**config.mk**
```make
export PLATFORM = sky130hd
export DESIGN_NAME = multi_transition_detector
export DESIGN_NICKNAME = d
export VERILOG_FILES = /design/src/rtl/multi_transition_detector.sv
export SDC_FILE = /design/constraint.sdc
export NUM_CORES = 1
export LEC_CHECK = 0
export ABC_AREA = 1
export ABC_CLOCK_PERIOD_IN_PS = 4200
export BUFFER_PORTS_ARGS = -buffer_cell sky130_fd_sc_hd__buf_2
export CELL_PAD_IN_SITES_DETAIL_PLACEMENT = 0
export CELL_PAD_IN_SITES_GLOBAL_PLACEMENT = 1
export CORE_ASPECT_RATIO = 0.8
export CORE_MARGIN = 1
export CORE_UTILIZATION = 25
export DETAILED_ROUTE_END_ITERATION = 16
export HOLD_SLACK_MARGIN = 0.02
export PLACE_DENSITY_LB_ADDON = 0.1
export SLEW_MARGIN = 10
export SYNTH_ARGS = -nofsm -noshare
export SYNTH_HDL_FRONTEND = slang
export SYNTH_SLANG_ARGS = --single-unit
export TNS_END_PERCENT = 10
```
**constraint.sdc**
```tcl
create_clock -name clk -period 4.2 [get_ports clk]
set_input_delay 0.63 -clock clk [delete_from_list [all_inputs] [get_ports clk]]
set_output_delay 0.63 -clock clk [all_outputs]
set_load 0.01 [all_outputs]
```
**src/rtl/multi_transition_detector.sv**
```systemverilog
// multi_transition_detector
// Multi-channel edge detector with per-channel edge counters and a
// windowed coincidence monitor. det_out pulses for one clock once every
// enabled channel has produced an edge within WIN clocks.

module multi_transition_detector #(
    parameter int CH    = 2,
    parameter int CNT_W = 2,
    parameter int WIN   = 3
) (
    input  logic                clk,
    input  logic                rst,
    input  logic [CH-1:0]       in,
    input  logic [1:0]          mode,
    input  logic [CH-1:0]       mask,
    input  logic                sat_en,
    input  logic                clr,
    output logic [1:0]          ps,
    output logic [1:0]          ns,
    output logic [CH-1:0]       edge_out,
    output logic [CH*CNT_W-1:0] cnt,
    output logic                det_out
);

    localparam logic [1:0] INIT   = 2'b00;
    localparam logic [1:0] IDLE   = 2'b01;
    localparam logic [1:0] WINDOW = 2'b10;
    localparam logic [1:0] DETECT = 2'b11;

    // Window counter must hold WIN-1; sized so WIN=1 still gets one bit.
    localparam int              WC_W     = (WIN > 1) ? $clog2(WIN) : 1;
    localparam logic [WC_W-1:0] WIN_LOAD = WC_W'(WIN - 1);
    localparam logic [WC_W-1:0] WC_ONE   = WC_W'(1);

    logic [CH-1:0]                 in_d;
    logic [CH-1:0]                 edge_raw;
    logic [CH-1:0]                 e;
    logic [CH-1:0]                 m;
    logic [CH-1:0]                 seen;
    logic [CH-1:0]                 seen_nxt;
    logic [WC_W-1:0]               wcnt;
    logic [WC_W-1:0]               wcnt_nxt;
    logic                          complete;
    logic [CH-1:0][CNT_W-1:0]      cnt_r;

    // Edge selection; the reserved mode code behaves as "both".
    always_comb begin
        case (mode)
            2'b00:   edge_raw = in & ~in_d;
            2'b01:   edge_raw = ~in & in_d;
            default: edge_raw = in ^ in_d;
        endcase
    end

    // in_d holds no valid history in INIT, so no edge may be reported there.
    assign e        = (ps == INIT) ? '0 : edge_raw;
    assign m        = e & mask;
    assign complete = (((seen | m) & mask) == mask) && (mask != '0);

    // Next-state, seen-set and window-count decode; clr overrides all.
    always_comb begin
        ns       = ps;
        seen_nxt = seen;
        wcnt_nxt = wcnt;
        case (ps)
            INIT: begin
                ns       = IDLE;
                seen_nxt = '0;
                wcnt_nxt = '0;
            end
            IDLE: begin
                if (complete) begin
                    ns       = DETECT;
                    seen_nxt = '0;
                end else if ((m != '0) && (WIN > 1)) begin
                    ns       = WINDOW;
                    seen_nxt = m;
                    wcnt_nxt = WIN_LOAD;
                end else begin
                    seen_nxt = '0;
                end
            end
            WINDOW: begin
                if (complete) begin
                    ns       = DETECT;
                    seen_nxt = '0;
                end else if (wcnt == WC_ONE) begin
                    ns       = IDLE;
                    seen_nxt = '0;
                end else begin
                    seen_nxt = seen | m;
                    wcnt_nxt = wcnt - WC_ONE;
                end
            end
            default: begin
                // DETECT: always one cycle, new edges do not open a window.
                ns       = IDLE;
                seen_nxt = '0;
            end
        endcase
        if (clr) begin
            ns       = (ps == INIT) ? INIT : IDLE;
            seen_nxt = '0;
            wcnt_nxt = '0;
        end
    end

    // Input history, edge flags and FSM state registers.
    always_ff @(posedge clk or posedge rst) begin
        if (rst) begin
            in_d     <= '0;
            edge_out <= '0;
            ps       <= INIT;
            seen     <= '0;
            wcnt     <= '0;
        end else begin
            in_d     <= in;
            edge_out <= e;
            ps       <= ns;
            seen     <= seen_nxt;
            wcnt     <= wcnt_nxt;
        end
    end

    // Per-channel edge counters; saturate or wrap at all-ones.
    for (genvar i = 0; i < CH; i++) begin : g_cnt
        always_ff @(posedge clk or posedge rst) begin
            if (rst) begin
                cnt_r[i] <= '0;
            end else if (clr) begin
                cnt_r[i] <= '0;
            end else if (e[i]) begin
                if (&cnt_r[i])
                    cnt_r[i] <= sat_en ? cnt_r[i] : '0;
                else
                    cnt_r[i] <= cnt_r[i] + CNT_W'(1);
            end
        end
    end

    assign cnt     = cnt_r;
    assign det_out = (ps == DETECT);

endmodule
```
# --- Word level (Yosys, flattened, before mapping) ---
# Cells that the tools add are included.
word_totals:
  output_inout_bits: 11
  in_bits: 10
  wordCells: 71
  register_bits: 14
classes:
  reduce_logical: 13
  n_eq_ne: 12
  add_sub_neg: 3
  n_bitwise: 8
  n_mux: 28
ops:
  columns: ["op", "n"]
  rows:
  - ["2-to-1 mux 2 bit", 23]
  - ["inequality test 3 bit, second input constant", 6]
  - ["one-hot mux 2 bit (2 select lines)", 3]
  - ["AND 2 bit", 4]
  - ["AND reduction 2 bit", 4]
  - ["nonzero test 2 bit", 4]
  - ["equality test 2 x 1 -> 1 bit, second input constant", 3]
  - ["one-hot mux 2 bit (3 select lines)", 1]
  - ["AND reduction 5 bit", 1]
  - ["adder 2 x 1 -> 2 bit, second input constant", 2]
  - ["equality test 2 bit, second input constant", 2]
  - ["zero test 2 bit", 2]
  - ["inverter 2 bit", 2]
  - ["nonzero test 4 bit", 1]
  - ["equality test 2 bit", 1]
  - ["OR 2 bit", 1]
  - ["subtractor 2 x 1 -> 2 bit, second input constant", 1]
  - ["XOR 2 bit", 1]
  - ["logical AND 1 bit", 1]
  - ["2-to-1 mux 1 bit", 1]

# --- Longest topological paths before layout ---
logic_depth:
  word_depth: 12
  ltp_mapped: 13
  ltp_nobuf: 13

# --- Worst setup path before layout ---
# No wires, ideal clock.
synth_path:
  path_kind: "in2out"
  startpoint: "input port in[1]"
  endpoint: "output port ns[1]"
  n_path_buf: 0
  arrival_ps: 1781
  required_ps: 3570
  cell_stages: 9
  setup_slack_ps: 1789
  cell_sequence: "inv_1 -> ha_1 -> a21oi_1 -> nand3_2 -> nand3_2 -> nand3_2 -> inv_1 -> o21ai_0 -> a21oi_1"
synth_via:
  elab_chain_len: 12
  elab_cells_between_ends: 17
  classes_between: "1 x eq/ne; 7 x mux; 7 x bitwise; 2 x reduce/logical"
synth_rtl:
  columns: ["element", "line", "source"]
  rows:
  - ["start, declared", "13", "input logic [CH-1:0] in,"]
  - ["inverter 2 bit", "50", "2'b01: edge_raw = ~in & in_d;"]
  - ["AND 2 bit", "50", null]
  - ["one-hot mux 2 bit (2 select lines) *", "48", "case (mode)"]
  - ["2-to-1 mux 2 bit *", "56", "assign e = (ps == INIT) ? '0 : edge_raw;"]
  - ["AND 2 bit *", "57", "assign m = e & mask;"]
  - ["OR 2 bit", "58", "assign complete = (((seen | m) & mask) == mask) && (mask != '0);"]
  - ["AND 2 bit", "58", null]
  - ["equality test 2 bit", "58", null]
  - ["logical AND 1 bit", "58", null]
  - ["2-to-1 mux 2 bit (on tied branches)", "84, 72", null]
  - ["one-hot mux 2 bit (2 select lines) *", "65", "case (ps)"]
  - ["2-to-1 mux 2 bit *", "101", "if (clr) begin"]
  - ["end, declared", "19", "output logic [1:0] ns,"]
# Every way passes the cells marked *; elsewhere a longest branch is shown, timed or not.

# --- Worst setup path after layout ---
# Ends and elaborated chain as after synthesis.

==> results.md <==
* Status: complete, no violations
* CP peak stage delay at 0.28 ns
* Antenna violations before repair at 0
* Final GP Congestion at 0.747
* Crit-path cells: buf_2, inv_1, ha_1, a21oi_1, nand3_2, nand3_2, nand3_2, inv_1, o21ai_0, a21oi_1, buf_2
* Mapped cell area at 957 um^2
* Remaining Overflow, GRT at 0
* Cts repair resizes at 0
* Largest net degree at the start of global routing at 15
* Nets at 160
* Synth top area cells: dfrtp_1 (37%), ha_1 (14%), inv_1 (10%)
* Hold Path Class: input pin to asynchronous set/reset pin
* Final wirelength at 2.14 mm
* Most frequent cell after synthesis: inv_1
* First-pass GRT wire length at 3.80 mm
* Placed Cells at 176
* Root buffer selected by CTS: clkbuf_8
* Critical Path RT at 3.57 ns
* Reg2reg end: wcnt[0]$_DFFE_PP0P_
* TritonRoute pass-1 iters at 4
* CP arrival at 2.11 ns
* Wire per inst at 11.9 um
* PortBufs at 20
* EDFF count, synth at 0
* DR DRC count at 0
* Hold_ws at 0.435 ns
* Worst-path maximum fanout at 5
* Combinational group share of total power at 0.466
* Mean area per synthesized cell at 8.32 um^2
* Worst R2R Start: ps[0]$_DFF_PP0_
* Total I/O pin count at 21
* Die area at 4080 um^2
* CTS tree: built
* Sink Count at 14
* Commonest cells post-synth: inv_1 (26), dfrtp_1 (14), nand2_1 (13)
* Critical Path Most Common Cell: nand3_2
* Slew Limit Fails at 0
* Transition time of the tightest slew-check pin at 0.592 ns
* Die Height at 57.3 um
* Final ANT Viol Nets at 0
* Sw power at 263 uW
* Sequential fraction of the synthesis area at 0.366
* Setup Fix Bufs, Post-CTS at 0
* Syn_nets at 136
* Initial Utilization at 0.270
* Clk_skew at 0.00161 ns
* CP endpoint kind: output port
* Vias in the first global route at 839
* DP HPWL at 1.67 mm
* Slew headroom at 0.605
* # diodes at 0
* Setup TNS at 0 ns
* Final std cells w/o fill at 180
* DRT iter0 DRCs at 29
* Critical path class: input pin to output port
* RSZ-0062 raised after global routing: false
* Htree depth at 1
* Row Count at 19
* Lkg Pwr at 0.000653 uW
* Internal Power at 364 uW
* GRT Util Overall at 0.123
* Max cap viols at 0
* Warnings, synthesis at 0
* Yosys top cell area share at 0.366
* Top delay family on crit path: buffers and inverters
* P&R area growth vs syn at 20.5%
* Reg2Reg Depth at 12
* Switching part of the total at 0.419
* Clock share of power at 0.220
* Slowest-stage cell, CP: ha_1
* Pwr dens at 543 nW/um^2
* Clk_lat worst skew at 0.25 ns
* Vias per cell at 4.53
* Hold buffer count at cts at 0
* FMAX at 365 MHz
* Yosys reg bits at 14
* Asr flop ratio synth at 1.00
* Leading area contributor after synthesis: dfrtp_1
* # setup viols final at 0
* Synth Flop Type: dfrtp_1
* Layout cells sized above 1 at 0.283
* Flop pwr share at 0.314
* Crit path time final at 2.74 ns
* Core Box Area at 3540 um^2
* Chip width at 71.2 um
* Distinct cells, synth at 25
* Total CTS buffers at 3
* Clock buffer depth at 2
* Startpoint types: input pin
* Dpl cell area at 1100 um^2
* Syn Inst Count at 115
* Final Cycle Share at 0.653
* DR vias at 816
* Clk slew on worst S/H paths at 0.06 ns
* Hold Violations, Final at 0
* Design Area, Final at 1150 um^2
* Worst path buffer plus inverter count at 4
* Maximum vdd drop at 185 uV
* Reg-to-reg slack, setup at 2.38 ns
## cell type report
class / instances / area, um^2
Clock buffer: 4 / 55.1
Sequential cell: 14 / 350
Tap cell: 42 / 52.6
Multi-Input combinational cell: 73 / 494
Inverter: 27 / 101
Timing Repair Buffer: 20 / 100
Fill cell: 363 / 2390
## power groups by stage
stage	Combinational, uW	Clock [uW]	Sequential (uW)
after floorplan	195	0	207
after global placement	296	0	199
after detailed placement	294	0	200
after CTS	297	144	198
after global routing	335	150	202
final	292	138	197
## cell usage in the layout (no fill, tap or decap), types with 2 or more instances in the layout
| cell | count |
|---|---|
| nand2_2 | 3 |
| nand3_2 | 5 |
| nand3_1 | 7 |
| nand2_4 | 2 |
| nand4_1 | 2 |
| clkbuf_8 | 4 |
| ha_1 | 11 |
| nor3_1 | 2 |
| o21ai_0 | 4 |
| nor2_1 | 7 |
| a21oi_1 | 7 |
| dfrtp_1 | 14 |
| buf_2 | 20 |
| inv_1 | 26 |
| nand2_1 | 13 |
## kinds of logic after synthesis
logic type                 count (synthesis)  synth area share
adders and majority gates                 11             0.144
DFF                                       14             0.366
xor gates and xnor gates                   1           0.00915
and+or+nand+nor                           45             0.265
AOI/OAI and AO/OA                         16            0.0980
buffers and inverters                     28             0.118
## worst max-delay path by stage
stage	cells after the start	from	endpoint	slack, ns
finish	11	in[1]	ns[1]	1.46
global route	10	ps[0]$_DFF_PP0_	ns[1]	1.24
CTS	11	in[1]	ns[1]	1.43
detailed placement	11	in[1]	ns[1]	1.45
global placement	11	in[1]	ns[1]	1.48
floorplan	9	in[1]	ns[1]	1.79
## registers in the layout, summed over array words and instances (netlist names)
signal and cells:
cnt 4, edge_out 2, in_d 2, ps 2, seen 2, wcnt 2
## layer usage
metal	GRT usage	wire [um]	vias to the layer above
met5	0	0	-
met4	0.0514	40	0
met3	0.0459	102	7
met2	0.195	940	22
met1	0.152	1050	369
li1	-	-	418
## stage by stage
stage | total power [uW] | utilization | setup WS [ns]
floorplan | 402 | - | 1.79
global placement | 495 | 0.310 | 1.48
detailed placement | 494 | 0.310 | 1.45
CTS | 638 | 0.326 | 1.43
global route | 688 | 0.326 | 1.24
finish | 627 | 0.326 | 1.46
No activity file was read; power rests on OpenSTA's default activity.
